[config.mk]
export PLATFORM = sky130hd
export DESIGN_NAME = text_ram_arbiter
export DESIGN_NICKNAME = d
export VERILOG_FILES = /design/src/rtl/text_pkg.sv /design/src/rtl/text_row_clear.sv /design/src/rtl/text_ram_arbiter.sv
export SDC_FILE = /design/constraint.sdc
export NUM_CORES = 1
export LEC_CHECK = 0
export ABC_AREA = 1
export CORE_UTILIZATION = 57
export DETAILED_ROUTE_END_ITERATION = 10
export DONT_BUFFER_PORTS = 1
export GPL_ROUTABILITY_DRIVEN = 1
export PLACE_DENSITY = 0.75
export SYNTH_ARGS = -nofsm -noshare
export SYNTH_HDL_FRONTEND = slang
export SYNTH_SLANG_ARGS = --single-unit
export TNS_END_PERCENT = 1
[constraint.sdc]
create_clock -name clk_25mhz -period 1.67 [get_ports clk_25mhz]
set_input_delay 0.334 -clock clk_25mhz [delete_from_list [all_inputs] [get_ports clk_25mhz]]
set_output_delay 0.334 -clock clk_25mhz [all_outputs]
set_load 0.005 [all_outputs]
[src/rtl/text_pkg.sv]
// Shared text-plane constants and clear-engine state encoding, used by the
// RAM arbiter, the video character fetch and the terminal parser.
package text_pkg;

  localparam int COLS   = 80;
  localparam int ROWS   = 30;
  localparam int ADDR_W = 12;
  localparam int DATA_W = 16;
  localparam int COL_W  = $clog2(COLS);

  localparam logic [DATA_W-1:0] CLR_WORD  = 16'h0720;
  localparam logic [4:0]        ROW_LIMIT = 5'(ROWS);
  localparam logic [COL_W-1:0]  LAST_COL  = COL_W'(COLS - 1);

  typedef enum logic [1:0] {
    IDLE = 2'd0,
    RUN  = 2'd1,
    DONE = 2'd2
  } clr_state_t;

  // First word of a text row, kept in RAM address width so it wraps like the RAM does.
  function automatic logic [ADDR_W-1:0] row_base(input logic [4:0] row);
    return ADDR_W'(row) * ADDR_W'(COLS);
  endfunction

endpackage

[src/rtl/text_row_clear.sv]
// Row-clear engine: walks one text row column by column, asking the arbiter
// for the RAM each cycle and advancing only when granted.
module text_row_clear
  import text_pkg::*;
(
  input  logic              clk,
  input  logic              rst,
  input  logic              start,
  input  logic [4:0]        row,
  input  logic              grant,
  output logic              req,
  output logic [ADDR_W-1:0] addr,
  output clr_state_t        state
);

  clr_state_t        state_next;
  logic [ADDR_W-1:0] base, base_next;
  logic [COL_W-1:0]  col, col_next;

  always_ff @(posedge clk) begin
    if (rst) begin
      state <= IDLE;
      base  <= '0;
      col   <= '0;
    end else begin
      state <= state_next;
      base  <= base_next;
      col   <= col_next;
    end
  end

  always_comb begin
    state_next = state;
    base_next  = base;
    col_next   = col;
    case (state)
      IDLE: begin
        // Out-of-range rows are dropped here so they never raise busy.
        if (start && (row < ROW_LIMIT)) begin
          state_next = RUN;
          base_next  = row_base(row);
          col_next   = '0;
        end
      end
      RUN: begin
        if (grant) begin
          col_next = col + 1'b1;
          if (col == LAST_COL) state_next = DONE;
        end
      end
      DONE:    state_next = IDLE;
      default: state_next = IDLE;
    endcase
  end

  assign req  = (state == RUN);
  assign addr = base + ADDR_W'(col);

endmodule

[src/rtl/text_ram_arbiter.sv]
// Single-port text RAM arbiter: video fetch > terminal parser > row clear.
// Optional stall counters are built when TEXT_ARB_PERF_EN is defined.
module text_ram_arbiter
  import text_pkg::*;
(
  input  logic              clk_25mhz,
  input  logic              rst,
  input  logic              vid_req,
  input  logic [ADDR_W-1:0] vid_addr,
  output logic              vid_valid,
  output logic [DATA_W-1:0] vid_data,
  input  logic              term_valid,
  output logic              term_ready,
  input  logic              term_we,
  input  logic [ADDR_W-1:0] term_addr,
  input  logic [DATA_W-1:0] term_wdata,
  output logic              term_rvalid,
  output logic [DATA_W-1:0] term_rdata,
  input  logic              clr_start,
  input  logic [4:0]        clr_row,
  output logic              clr_busy,
  output logic              clr_done,
  output logic              ram_en,
  output logic              ram_we,
  output logic [ADDR_W-1:0] ram_addr,
  output logic [DATA_W-1:0] ram_wdata,
  input  logic [DATA_W-1:0] ram_rdata
`ifdef TEXT_ARB_PERF_EN
  ,
  output logic [15:0]       term_stall_cnt,
  output logic [15:0]       clr_stall_cnt
`endif
);

  // Terminal handshake: a transfer happens in a cycle where term_valid and
  // term_ready are both 1; the parser holds its request unchanged until then.
  // Reads answer with term_rvalid exactly one cycle later, writes never answer.
  logic              term_fire;
  logic              clr_req;
  logic              clr_grant;
  logic [ADDR_W-1:0] clr_addr;
  clr_state_t        clr_state;

  assign clr_busy   = (clr_state != IDLE);
  assign clr_done   = (clr_state == DONE);
  assign term_ready = !rst && !vid_req && !clr_busy;
  assign term_fire  = term_valid && term_ready;
  // A busy clear already blocks the terminal, so only video can take its slot.
  assign clr_grant  = clr_req && !vid_req && !rst;

  text_row_clear u_clear (
    .clk   (clk_25mhz),
    .rst   (rst),
    .start (clr_start),
    .row   (clr_row),
    .grant (clr_grant),
    .req   (clr_req),
    .addr  (clr_addr),
    .state (clr_state)
  );

  always_comb begin
    ram_en    = 1'b0;
    ram_we    = 1'b0;
    ram_addr  = '0;
    ram_wdata = '0;
    if (!rst) begin
      if (vid_req) begin
        ram_en   = 1'b1;
        ram_addr = vid_addr;
      end else if (term_fire) begin
        ram_en    = 1'b1;
        ram_we    = term_we;
        ram_addr  = term_addr;
        ram_wdata = term_wdata;
      end else if (clr_req) begin
        ram_en    = 1'b1;
        ram_we    = 1'b1;
        ram_addr  = clr_addr;
        ram_wdata = CLR_WORD;
      end
    end
  end

  always_ff @(posedge clk_25mhz) begin
    if (rst) begin
      vid_valid   <= 1'b0;
      term_rvalid <= 1'b0;
    end else begin
      vid_valid   <= vid_req;
      term_rvalid <= term_fire && !term_we;
    end
  end

  assign vid_data   = ram_rdata;
  assign term_rdata = ram_rdata;

`ifdef TEXT_ARB_PERF_EN
  always_ff @(posedge clk_25mhz) begin
    if (rst) begin
      term_stall_cnt <= '0;
      clr_stall_cnt  <= '0;
    end else begin
      if (term_valid && !term_ready && (term_stall_cnt != 16'hFFFF))
        term_stall_cnt <= term_stall_cnt + 16'd1;
      if (clr_req && vid_req && (clr_stall_cnt != 16'hFFFF))
        clr_stall_cnt <= clr_stall_cnt + 16'd1;
    end
  end
`endif

endmodule

# After elaboration in Yosys (flattened, before gate mapping)
# Cells that the tools add are included.
# totals
regBits,19
latchBits,0
ramBits,0
mem_bits_ro,0
inputBits,67
output_inout_bits,67
wordCells,54
mem_count,0
# op_classes
add_sub_neg,2
n_mul,1
n_div,0
magnitude_cmp,1
eq_ne,6
shift,0
muxes,22
bitwise,0
reduce_logical,17
# ops
op,count
12-bit two-way mux,4
16-bit two-way mux,3
7-bit two-way mux,2
7-bit one-hot mux with 2 select lines,1
12-bit by 7-bit adder with 12-bit output,1
11-bit two-way mux,1
5-bit by 3-bit multiplier with 8-bit output (second input constant),1
7-bit by 1-bit adder with 7-bit output (second input constant),1
7-bit equality test (second input constant),1
1-bit logical AND,7
1-bit two-way mux,7
2-bit two-way mux,3
2-bit by 1-bit inequality test with 1-bit output (second input constant),3
3-bit AND reduction,2
5-bit < comparator (second input constant),1
1-bit zero test,4
2-bit one-hot mux with 2 select lines,1
2-bit nonzero test,2
2-bit by 1-bit equality test with 1-bit output (second input constant),1
2-bit equality test (second input constant),1
2-bit zero test,1
2-bit AND reduction,1

# Longest topological paths before layout
# depth
depth_word,7
depth_mapped,10

# By module
# A second synthesis with hierarchy kept.
# hier_totals
cells_unflattened,331
area_unflattened_um2,2064.5
# modules_own_cells
mod,instances,cells_per_inst,area_per_inst_um2,seq_area_each_um2
text_row_clear,1,158,1138.6,340.3
text_ram_arbiter,1,173,925.9,40.0

# Worst setup path before layout
# Ideal clock, no wire load.
# synth_timing
path_kind,register -> output
start,reg u_clear.col[4]
end,out ram_addr[10]
arrival_time_ns,1.471
required_time_ns,1.336
slack_ns,-0.135
stages_incl_launch_ff,10
path_buffers,0
path_cell_list,dfxtp_1 -> ha_1 -> fa_1 -> nand2_1 -> nand2_1 -> a21boi_0 -> o21ai_0 -> nand2_1 -> nand2_1 -> nand2_1
# synth_via
elab_chain_len,5
# synth_lines
item,line_no,source
"start, declared",text_row_clear.sv:18,"logic [COL_W-1:0] col, col_next;"
"start signal, assigned",text_row_clear.sv:28,col <= col_next;
12-bit by 7-bit adder with 12-bit output,text_row_clear.sv:57,assign addr = base + ADDR_W'(col);
12-bit two-way mux,text_ram_arbiter.sv:76,end else if (clr_req) begin
12-bit two-way mux,text_ram_arbiter.sv:71,end else if (term_fire) begin
12-bit two-way mux,text_ram_arbiter.sv:68,if (vid_req) begin
12-bit two-way mux,text_ram_arbiter.sv:67,if (!rst) begin
"end, declared",text_ram_arbiter.sv:25,"output logic [ADDR_W-1:0] ram_addr,"
# No other way between the ends.

# Worst setup path in the final report
# layout_timing
start,reg u_clear.base[4]
end,out ram_addr[10]
# layout_via
elab_chain_len,5
# layout_lines
item,line_no,source
"start, declared",text_row_clear.sv:17,"logic [ADDR_W-1:0] base, base_next;"
"start signal, assigned",text_row_clear.sv:27,base <= base_next;
12-bit by 7-bit adder with 12-bit output,text_row_clear.sv:57,
12-bit two-way mux,text_ram_arbiter.sv:76,
12-bit two-way mux,text_ram_arbiter.sv:71,
12-bit two-way mux,text_ram_arbiter.sv:68,
12-bit two-way mux,text_ram_arbiter.sv:67,
# No other way between the ends.

==> run summary <==
H-tree Lvls -> 1
Final net count -> 345
Clock latency on the worst-skew pair -> 0.29 ns
Max cap viols -> 0
Hold buffer count at CTS -> 0
First-pass GRT wire length -> 6.389 mm
Initial antenna violation count -> 0
Initial DRT Pass Iterations -> 7
Worst Path Max Fanout -> 3
Fin worst setup slack -> -0.3418 ns
Area Growth Syn to Fin -> -1.430%
Total GRT Usage -> 25.02%
Library cells used by synthesis -> 25
Starting Density -> 61.88%
Fin. Hold Viols -> 0
Register area share after synthesis -> 21.73%
Drt initial violations -> 88
Vias in the first global route -> 1370
CP Data Required Time -> 1.34 ns
Pwr dens -> 581.4 nW/µm²
Main synth FF type -> dfxtp_1
Via count -> 1611
CP Launch Type -> flop
FMAX -> 0.4971 GHz
Slowest cell on crit path -> dfxtp_2
Core area -> 2829 µm²
Final Core Density -> 60.99%
Gr ovfl total -> 0
Status -> finished, violations left
Layout cells sized above 1 -> 18.87%
Worst-Margin Slew -> 0.3173 ns
Vias/cell -> 5.443
Failing checks -> DRC, setup timing
Mapped Area -> 1750 µm²
CP peak stage delay -> 0.35 ns
Cell row count -> 19
RePlAce Congestion -> 0.8268
Final setup vio count -> 7
Final count of pins violating max slew -> 0
CP endpoint kind -> primary output
CTS Sinks -> 19
Synth warnings -> 0
CP Data Arrival Time -> 1.68 ns
Routed wire length -> 4.114 mm
CTS clk-pin slew, worst paths -> 0.11 ns
Post-DP HPWL -> 3.500 mm
Layout Skew -> 0.009162 ns
Wire per inst -> 13.90 µm
Largest net degree at the start of global routing -> 15
Commonest non-fill, non-tap cell in the layout -> nand2_1
Die width -> 57.42 µm
Most frequent cells in the layout -> nand2_1 (84), nor2_1 (31), inv_1 (27), nand3_1 (20), dfxtp_1 (15)
# diodes -> 0
Post-synth EDFFs -> 0
Worst VDD drop -> 0.0003733 V
Fin crit share -> 120.5%
Mean post-synth cell area -> 6.099 µm²
CTS buffer count -> 3
Critical path, cell by cell -> ha_4 > fa_2 > nand2_2 > nand2_2 > nand2_2 > nor2_1 > o21ai_1 > nand2_1 > nand2_1 > nand2_1
Port bufs -> 0
Most area-consuming cells after synthesis -> dfxtp_1 (22%), nand2_1 (19%), buf_4 (14%), nor2_1 (9.2%), ha_1 (7.1%)
Overall die height -> 57.42 µm
Post-Syn Nets -> 366
Post-synth top area cell -> dfxtp_1
Ys async rst share -> 0%
# IOs -> 134
Post-layout min period -> 2.012 ns
FF+latch count, synth -> 19
Power, Total -> 1.003 mW
Clock root buffer -> clkbuf_4
Die Footprint -> 3296 µm²
RSZ-0062 raised after global routing -> true
Lkg Pwr -> 0.8774 nW
Max-slew headroom -> 78.79%
CTS tree -> built
HP Class -> input pin to flop
Final ANT Viol Nets -> 0
Syn Inst Count -> 287
Drt drc -> 10
Place WS -> -0.06614 ns
Clock buffer depth -> 2
Post-synth top area share -> 21.73%
Critical path type -> flop to primary output
critical path: cells and delay by family, from the launching register on:
family	cells	cell delay, ns
compound gates	1	0.11
simple gates	7	0.41
fa+ha+maj	2	0.50
flops	1	0.35
where the power goes:
part,switching (mW),total (mW),internal (mW)
logic,0.168,0.267,0.0997
registers,0.0223,0.502,0.480
clock network,0.141,0.234,0.0928
repair_timing:
action	in CTS	in global routing
gates resized for setup	16	14
pin swaps	1	2
setup buffers	0	0
endpoints found under the setup margin	18	30
endpoints found under the hold margin	0	0
gates cloned	0	0
worst paths after layout:
path	to	start	cells after the start	slack (ns)
max	ram_addr[10]	u_clear.base[4]	10	-0.34
min	term_rvalid	term_we	1	0.09
max reg2reg	u_clear.col[5]	u_clear.state[0]	7	0.22
min reg2reg	u_clear.base[4]	u_clear.base[4]	2	0.48
registers in the layout, indices dropped and copies added, names as in the netlist:
name	flops
term_rvalid	1
vid_valid	1
u_clear.base	8
u_clear.state	2
u_clear.col	7
metal layers:
metal  share of wire, %  GRT usage [%]  vias to the layer above
met1                 44          34.92                      721
li1                   -              -                      821
met3                8.5          5.896                        2
met5                  0              0                        -
met2                 48          39.53                       67
met4               0.19          4.878                        0
final cells by class:
class,count,area [µm²]
tap,31,38.79
multi-input combinational,198,1056
sequential,19,385.4
clock buffer,4,26.28
timing repair buffer,12,93.84
inverter,32,125.1
fill,309,1104
metrics by stage:
| step | hold WS (ns) | TNS [ns] | std cells | cell area (µm²) |
|---|---|---|---|---|
| global placement | 0.4195 | -0.05221 | 292 | 1607 |
| detailed placement | 0.4194 | -0.1037 | 292 | 1607 |
| floorplan | 0.4125 | -0.009923 | 287 | 1755 |
| CTS | 0.09209 | -1.676 | 296 | 1690 |
| global route | 0.07164 | -2.669 | 296 | 1725 |
| finish | 0.08925 | -1.619 | 296 | 1725 |
Yosys cell counts, drive strengths merged, types with 2 or more instances:
master,count
o22ai,2
nand4,3
inv,31
nand2,89
o21ai,10
a21oi,8
nand3,22
fa,2
ha,10
dfxtp,19
nor2,47
buf,37
cell families after synthesis:
group	after synthesis	share of synthesized area, %
and+or+nand+nor	162	38.38
buffers and inverters	70	22.80
AOI/OAI and AO/OA	23	7.149
DFF	19	21.73
adders and majority gates	12	9.435
xor gates and xnor gates	1	0.5004
(Power assumes the default switching activity.)
